--- src/rtl/shift_seq_ctrl_if.sv ---
// -----------------------------------------------------------------------------
// shift_seq_ctrl_if
// Command and result handshake bundle for the iterative shift sequencer.
//   in_valid / in_ready   : command handshake (issuer -> sequencer)
//   in_data / in_op / in_amt : operand, operation code, shift amount
//   out_valid / out_ready : result handshake (sequencer -> writeback)
//   out_data / out_err    : shifted result and unsupported-op flag
// Modports:
//   master : the command issuer / result consumer
//   slave  : the shift sequencer itself
// -----------------------------------------------------------------------------
interface shift_seq_ctrl_if #(
    parameter int W   = 4,
    parameter int SAW = 3
);
    logic           in_valid;
    logic           in_ready;
    logic [W-1:0]   in_data;
    logic [1:0]     in_op;
    logic [SAW-1:0] in_amt;
    logic           out_valid;
    logic           out_ready;
    logic [W-1:0]   out_data;
    logic           out_err;

    modport master (
        output in_valid, in_data, in_op, in_amt, out_ready,
        input  in_ready, out_valid, out_data, out_err
    );

    modport slave (
        input  in_valid, in_data, in_op, in_amt, out_ready,
        output in_ready, out_valid, out_data, out_err
    );
endinterface

--- src/rtl/shift_seq_ctrl.sv ---
// -----------------------------------------------------------------------------
// shift_seq_ctrl
// Multi-cycle shift sequencer. Takes one command (data, op, amount), applies it
// one bit position per clock and returns the result over a valid/ready
// handshake. Replaces a wide combinational shifter with a small iterative path.
//
// Ports:
//   clk    : single clock, rising edge
//   rst_n  : synchronous reset, active-low
//   bus    : shift_seq_ctrl_if.slave (command in / result out handshakes)
//   busy   : high while a command is in SHIFT or DONE
//
// Ops: 00 LSL, 01 LSR, 10 ASR (sign fill), 11 ROL.
//
// Build option: define SHIFT_ROTATE_EN to implement ROL. Without it, op 11
// completes after one cycle with the operand unchanged and out_err set, and
// no rotate logic is built.
// -----------------------------------------------------------------------------
module shift_seq_ctrl #(
    parameter int W   = 4,
    parameter int SAW = 3
) (
    input  logic             clk,
    input  logic             rst_n,
    shift_seq_ctrl_if.slave  bus,
    output logic             busy
);

    // Counter must be able to hold the value W (capped shift amount).
    localparam int CW = $clog2(W + 1);
    // Amount compare width wide enough for both in_amt and W, plus headroom.
    localparam int AW = ((SAW > CW) ? SAW : CW) + 1;

    typedef enum logic [1:0] {
        ST_IDLE  = 2'b00,
        ST_SHIFT = 2'b01,
        ST_DONE  = 2'b10
    } state_t;

    state_t         state_q,     state_d;
    logic [W-1:0]   work_q,      work_d;
    logic [CW-1:0]  cnt_q,       cnt_d;
    logic [1:0]     op_q,        op_d;
    logic           err_q,       err_d;
    logic           in_ready_q,  in_ready_d;
    logic           out_valid_q, out_valid_d;
    logic           busy_q,      busy_d;

    logic [AW-1:0]  amt_ext_s;
    logic [CW-1:0]  amt_cap_s;

    // One-bit-position step of the working register for the given op.
    function automatic logic [W-1:0] shift_one(input logic [W-1:0] v,
                                               input logic [1:0]   op);
        logic [W-1:0] r;
        r = v;
        case (op)
            2'b00:   r = {v[W-2:0], 1'b0};
            2'b01:   r = {1'b0, v[W-1:1]};
            2'b10:   r = {v[W-1], v[W-1:1]};
`ifdef SHIFT_ROTATE_EN
            2'b11:   r = {v[W-2:0], v[W-1]};
`endif
            default: r = v;
        endcase
        return r;
    endfunction

    assign amt_ext_s = AW'(bus.in_amt);
    // Linear shifts saturate at W: shifting W or more times gives the same result.
    assign amt_cap_s = (amt_ext_s >= AW'(W)) ? CW'(W) : CW'(amt_ext_s);

`ifdef SHIFT_ROTATE_EN
    logic [CW-1:0]  amt_rol_s;
    // Rotation by a multiple of W is identity, so only the remainder matters.
    assign amt_rol_s = CW'(amt_ext_s % AW'(W));
`endif

    // Next-state, datapath and registered-output decode.
    always_comb begin
        state_d = state_q;
        work_d  = work_q;
        cnt_d   = cnt_q;
        op_d    = op_q;
        err_d   = err_q;

        case (state_q)
            ST_IDLE: begin
                if (bus.in_valid) begin
                    work_d = bus.in_data;
                    op_d   = bus.in_op;
                    err_d  = 1'b0;
                    if (bus.in_op == 2'b11) begin
`ifdef SHIFT_ROTATE_EN
                        cnt_d = amt_rol_s;
`else
                        // Unsupported: pass operand through, flag the error.
                        cnt_d = CW'(0);
                        err_d = 1'b1;
`endif
                    end else begin
                        cnt_d = amt_cap_s;
                    end
                    state_d = (cnt_d != CW'(0)) ? ST_SHIFT : ST_DONE;
                end else begin
                    state_d = ST_IDLE;
                end
            end
            ST_SHIFT: begin
                work_d = shift_one(work_q, op_q);
                cnt_d  = cnt_q - CW'(1);
                if (cnt_q == CW'(1)) begin
                    state_d = ST_DONE;
                end else begin
                    state_d = ST_SHIFT;
                end
            end
            ST_DONE: begin
                if (bus.out_ready) begin
                    state_d = ST_IDLE;
                end else begin
                    state_d = ST_DONE;
                end
            end
            default: begin
                state_d = ST_IDLE;
            end
        endcase

        // Handshake flags are registered copies of the next-state decode.
        in_ready_d  = (state_d == ST_IDLE);
        out_valid_d = (state_d == ST_DONE);
        busy_d      = (state_d != ST_IDLE);
    end

    // State, datapath and output registers with synchronous active-low reset.
    always_ff @(posedge clk) begin
        if (!rst_n) begin
            state_q     <= ST_IDLE;
            work_q      <= '0;
            cnt_q       <= '0;
            op_q        <= 2'b00;
            err_q       <= 1'b0;
            in_ready_q  <= 1'b1;
            out_valid_q <= 1'b0;
            busy_q      <= 1'b0;
        end else begin
            state_q     <= state_d;
            work_q      <= work_d;
            cnt_q       <= cnt_d;
            op_q        <= op_d;
            err_q       <= err_d;
            in_ready_q  <= in_ready_d;
            out_valid_q <= out_valid_d;
            busy_q      <= busy_d;
        end
    end

    // The working register doubles as the result register; it is only
    // reloaded on accept, so it keeps the last result while idle.
    assign bus.in_ready  = in_ready_q;
    assign bus.out_valid = out_valid_q;
    assign bus.out_data  = work_q;
    assign bus.out_err   = err_q;
    assign busy          = busy_q;

endmodule

--- src/flat_wrapper.sv ---
// flat-port wrapper written by rule: the top's interface ports become plain ports
module shift_seq_ctrl_flat 
#(
    parameter int W   = 4,
    parameter int SAW = 3
)
  (clk, rst_n, busy, bus_in_valid, bus_in_data, bus_in_op, bus_in_amt, bus_out_ready, bus_in_ready, bus_out_valid, bus_out_data, bus_out_err);
  shift_seq_ctrl_if #(.W(W), .SAW(SAW)) bus_i ();
  input  logic clk;
  input  logic rst_n;
  output logic busy;
  input wire logic [$bits(bus_i.in_valid)-1:0] bus_in_valid;
  input wire logic [$bits(bus_i.in_data)-1:0] bus_in_data;
  input wire logic [$bits(bus_i.in_op)-1:0] bus_in_op;
  input wire logic [$bits(bus_i.in_amt)-1:0] bus_in_amt;
  input wire logic [$bits(bus_i.out_ready)-1:0] bus_out_ready;
  output wire logic [$bits(bus_i.in_ready)-1:0] bus_in_ready;
  output wire logic [$bits(bus_i.out_valid)-1:0] bus_out_valid;
  output wire logic [$bits(bus_i.out_data)-1:0] bus_out_data;
  output wire logic [$bits(bus_i.out_err)-1:0] bus_out_err;
  assign bus_i.in_valid = bus_in_valid;
  assign bus_i.in_data = bus_in_data;
  assign bus_i.in_op = bus_in_op;
  assign bus_i.in_amt = bus_in_amt;
  assign bus_i.out_ready = bus_out_ready;
  assign bus_in_ready = bus_i.in_ready;
  assign bus_out_valid = bus_i.out_valid;
  assign bus_out_data = bus_i.out_data;
  assign bus_out_err = bus_i.out_err;
  shift_seq_ctrl #(.W(W), .SAW(SAW)) u_core (.clk(clk), .rst_n(rst_n), .bus(bus_i), .busy(busy));
endmodule
--- config.mk ---
export PLATFORM = sky130hd
export DESIGN_NAME = shift_seq_ctrl_flat
export DESIGN_NICKNAME = d
export VERILOG_FILES = /design/src/rtl/shift_seq_ctrl_if.sv /design/src/rtl/shift_seq_ctrl.sv /design/src/flat_wrapper.sv
export SDC_FILE = /design/constraint.sdc
export NUM_CORES = 1
export LEC_CHECK = 0
export ABC_AREA = 0
export BUFFER_PORTS_ARGS = -buffer_cell sky130_fd_sc_hd__buf_2
export CORE_AREA = 3 3 42 44
export DETAILED_ROUTE_END_ITERATION = 12
export DIE_AREA = 0 0 45 47
export GPL_TIMING_DRIVEN = 0
export PLACE_DENSITY = 0.82
export SYNTH_ARGS = -nofsm -noshare
export SYNTH_HDL_FRONTEND = slang
export SYNTH_SLANG_ARGS = --single-unit
export TNS_END_PERCENT = 20
--- constraint.sdc ---
create_clock -name clk -period 3.3 [get_ports clk]
set_input_delay 0.165 -clock clk [delete_from_list [all_inputs] [get_ports clk]]
set_output_delay 0.165 -clock clk [all_outputs]
set_load 0.005 [all_outputs]
**After elaboration in Yosys (flattened, before gate mapping)**

Cells that the tools add are included.

- Output and inout port bits: 8
- Bits in registers: 15
- Logic and storage cells: 47
- Input port bits: 13

- Mux-type cells: 15
- Order comparisons: 1
- Equal/unequal tests: 11
- Reduce and logical (&&, ||, !) cells: 10
- Add/sub/neg operators: 1

Operator list:

| kind | number |
|---|---|
| 3-bit two-way mux | 5 |
| 4-bit case mux with 3 select lines | 1 |
| 2-bit == test (second input constant) | 4 |
| 2-bit two-way mux | 4 |
| 4-bit case mux with 2 select lines | 1 |
| 2-bit zero test | 3 |
| 2-bit case mux with 3 select lines | 1 |
| 3-bit case mux with 2 select lines | 1 |
| 2-bit by 1-bit == test with 1-bit output (second input constant) | 2 |
| 4-bit two-way mux | 1 |
| 2-bit inequality test (second input constant) | 2 |
| 4-bit inequality test (second input constant) | 1 |
| 2-bit AND reduction | 2 |
| 4-bit AND reduction | 1 |
| 2-bit nonzero test | 2 |
| 3-bit by 1-bit == test with 1-bit output (second input constant) | 1 |
| 3-bit greater-or-equal comparator (second input constant) | 1 |
| 3-bit inequality test (second input constant) | 1 |
| 3-bit AND reduction | 1 |
| 3-bit nonzero test | 1 |
| 3-bit by 1-bit subtractor with 3-bit output (second input constant) | 1 |
| 1-bit two-way mux | 1 |

**Longest topological paths before layout**

- Depth in word-level cells: 10
- Depth in mapped cells: 6
- Mapped depth without buffers: 6

**Worst setup path after synthesis**

OpenSTA, ideal clock, no wires.

- Kind: register -> register
- From: register u_core.op_q[0]
- To: register u_core.work_q[2] (netlist: u_core.bus.out_data[2])
- Period minus slack after synthesis: 1350 ps
- Required time: 3172 ps
- Cell stages (with the launch flop): 7
- Buffers on the path: 0
- Data arrival time: 1222 ps
- Path slack: 1950 ps
- Setup time: 128 ps
- Path through: dfxtp_1 -> inv_1 -> ha_1 -> nand2b_1 -> o31a_2 -> o211ai_1 -> o22ai_1

- Cells in the longest elaborated chain, start to end: 3
- Elaborated cells between the ends (all ways): 7
- Those cells by class: eq/ne: 3; mux: 2; reduce/logical: 2

RTL lines:

| item | RTL line | text |
|---|---|---|
| from (decl) | shift_seq_ctrl.sv:43 | `logic [1:0] op_q, op_d;` |
| from (signal assigned) | shift_seq_ctrl.sv:151 | `op_q <= op_d;` |
| 2-bit == test (tied with other cells) | shift_seq_ctrl.sv:57 | `case (op)` |
| 4-bit case mux with 3 select lines / 4-bit inequality test (equally long branches) | - |  |
| 4-bit case mux with 2 select lines / 3-bit AND reduction (equally long branches) | - |  |
| to (signal assigned) | shift_seq_ctrl.sv:149 | `work_q <= work_d;` |
| to (decl) | shift_seq_ctrl.sv:41 | `logic [W-1:0] work_q, work_d;` |

Several ways; a longest one is shown, not always the timed one.
A chain may end at the register's enable or synchronous reset.

**Worst setup path in the final report**

- From: register u_core.op_q[0]
- To: register u_core.work_q[1] (netlist: u_core.bus.out_data[1])

The elaborated chain is that of the path after synthesis.

==> flow_metrics.tcl <==
set metrics [dict create \
    initial_utilization_pct 50.4 \
    cts_tree "yes" \
    grt_usage_pct 16.3 \
    die_y_um 47 \
    arrival_ns 1.61 \
    power_per_cell_area_nw_per_um2 469 \
    drtIter0Drc 26 \
    post-cts-setup-buffers 0 \
    synth_edf_count 0 \
    max_freq_mhz 684 \
    min_path_type "input pin to flip-flop" \
    ys_types 29 \
    crit_fanout 6 \
    pre_cts_slack_ns 1.86 \
    synth_nets 105 \
    ctsHoldBuffers 0 \
    tightest_slew_ns 0.359 \
    critPathSlowestCell "dfxtp_1" \
    most-common-layout-cells "buf_2 (20), dfxtp_1 (15), nor2_1 (10)" \
    ios 21 \
    min_period_over_period_pct 44.3 \
    avgSynthCellArea_sq_um 8.53 \
    wl_um 1560 \
    hold_viol 0 \
    setup_slack_ns 1.84 \
    ir_drop_mv 0.294 \
    drv_cap 0 \
    share_seq_of_total_power_pct 51.3 \
    clk_latency_ns 0.27 \
    core_sq_um 1470 \
    async_reset_ff_share_pct 0 \
    ys_seq_area_share_pct 40.5 \
    ys_warn_count 0 \
    grt_max_degree 11 \
    synth_ff_type "dfxtp_1" \
    area_growth_pct 19.7 \
    yosysTopAreaCellShare_pct 40.5 \
    cpPeakStageDelay_ns 0.36 \
    root_buffer "clkbuf_4" \
    nets 130 \
    ant_nets 0 \
    htreeDepth 1 \
    crit_type "flip-flop to flip-flop" \
    cp.required_ns 3.45 \
    row_count 14 \
    via_count 721 \
    setup_viol 0 \
    hold_slack_ns 0.143 \
    p_leak_nw 0.386 \
    avgViaCountPerCell 5.68 \
    wl_per_cell_um 12.3 \
    syn_inst 87 \
    cts_buffers 3 \
    post_cts_resize_count 0 \
    place_hpwl_um 1230 \
    antenna_found_initial 0 \
    diodes 0 \
    final_area_sq_um 888 \
    synth_area_leaders "dfxtp_1 (40%), ha_1 (8.4%), nor2_1 (5.1%)" \
    p_sw_uw 125 \
    grt-ovfl-total 0 \
    final.setup.tns_ns 0 \
    dieWidth_um 45 \
    dr.pass1.iters 6 \
    clockBufferDepth 2 \
    worstPathCellList "inv_1, ha_1, nand2b_1, o31a_2, o211ai_1, o22ai_1" \
    fin_worst_skew_ns 0.00573 \
    p_int_uw 292 \
    critPathLaunchType "flip-flop" \
    status "complete, no violations" \
    slew_headroom_pct 76.0 \
    clk_pin_slew_ns 0.08 \
    gp_congestion 0.744 \
    cts.sinks 15 \
    p_total_uw 417 \
    final_max_slew_viol_count 0 \
    grt_pass1_wl_um 2500 \
    switching_share_pct 29.9 \
    io_buffers 20 \
    die_area_sq_um 2120 \
    min_period_ns 1.46 \
    drive_above_1_share_pct 25.2 \
    rsz0062_at_grt "no" \
    comb_power_share_pct 24.0 \
    final_common_cell "buf_2" \
    fillCellCount 143 \
    grt_pass1_vias 600 \
    yosysTopAreaCell "dfxtp_1" \
    placed_area_sq_um 862 \
    drc 0 \
    synth_area_sq_um 742 \
    synth-seq-cells 15 \
    critPathCaptureType "flip-flop" \
    p_clk_share_pct 24.6 \
]
## critical path: cells and delay by family, from the launching register on
family                     cells  cell delay (ns)
buffers and inverters          1             0.07
DFF                            1             0.36
and+or+nand+nor                1             0.15
AOI/OAI and AO/OA              3             0.56
adders and majority gates      1             0.21
## synth_stat cells, types with 2 or more instances
cell type,instances
nand3_1,3
o211ai_1,2
o21ai_1,2
o21ai_0,2
o22ai_1,2
nand2_1,9
nand2b_1,3
a221oi_1,3
inv_1,6
dfxtp_1,15
nor2_1,10
a31oi_1,3
ha_1,5
a21oi_1,7
## sequential cells by signal (all words and copies together) (netlist names)
signal and cells:
u_core.bus.out_data 4, u_core.cnt_q 3, u_core.op_q 2, u_core.state_q 2, u_core.bus.in_ready 1, u_core.bus.out_err 1, u_core.bus.out_valid 1, u_core.busy 1
## stage by stage
stage | cells | util [%]
floorplan | 87 | -
global placement | 123 | 58.6
detailed placement | 123 | 58.6
CTS | 127 | 60.4
global route | 127 | 60.4
finish | 127 | 60.4
## worst paths after layout
| path | to | start | cells past startpoint | slack (ns) |
|---|---|---|---|---|
| worst max-delay path | u_core.bus.out_data[1] | u_core.op_q[0] | 6 | 1.84 |
| worst min-delay path | u_core.bus.out_data[0] | bus_in_data[0] | 3 | 0.14 |
| worst max register to register | u_core.bus.out_data[1] | u_core.op_q[0] | 6 | 1.84 |
| worst min register to register | u_core.bus.out_err | u_core.bus.out_err | 2 | 0.46 |
## logic make-up (layout without fill, tap and decap cells)
| kind of cell | after synthesis | count (layout) | share of synthesized area (%) |
|---|---|---|---|
| AOI/OAI and AO/OA | 28 | 28 | 26.6 |
| DFF | 15 | 15 | 40.5 |
| buffers and inverters | 8 | 32 | 4.05 |
| and+or+nand+nor | 30 | 30 | 19.1 |
| adders and majority gates | 5 | 5 | 8.43 |
| muxes | 1 | 1 | 1.35 |
## final cells by class
type | instances | area (sq um) | share of cell area [%]
Multi-Input combinational cell | 64 | 412 | 46.3
Tap cell | 16 | 20.0 | 2.25
Sequential cell | 15 | 300 | 33.8
Inverter | 8 | 30.0 | 3.38
Timing Repair Buffer | 20 | 100 | 11.3
Clock buffer | 4 | 26.3 | 2.96
## metal layers
metal	GRT usage [%]	wire length, um
met1	18.9	671
met2	29.4	760
met3	3.83	104
met4	5.26	25
met5	0	0
## power groups by stage
| stage | logic (mW) | clock network (mW) | registers [mW] |
|---|---|---|---|
| 6_report | 0.100 | 0.103 | 0.214 |
| 5_1_grt | 0.114 | 0.114 | 0.216 |
| 4_1_cts | 0.101 | 0.104 | 0.214 |
| 3_5_place_dp | 0.100 | 0 | 0.218 |
| 3_3_place_gp | 0.0965 | 0 | 0.217 |
| 2_1_floorplan | 0.0666 | 0 | 0.217 |
(Power assumes the default switching activity.)
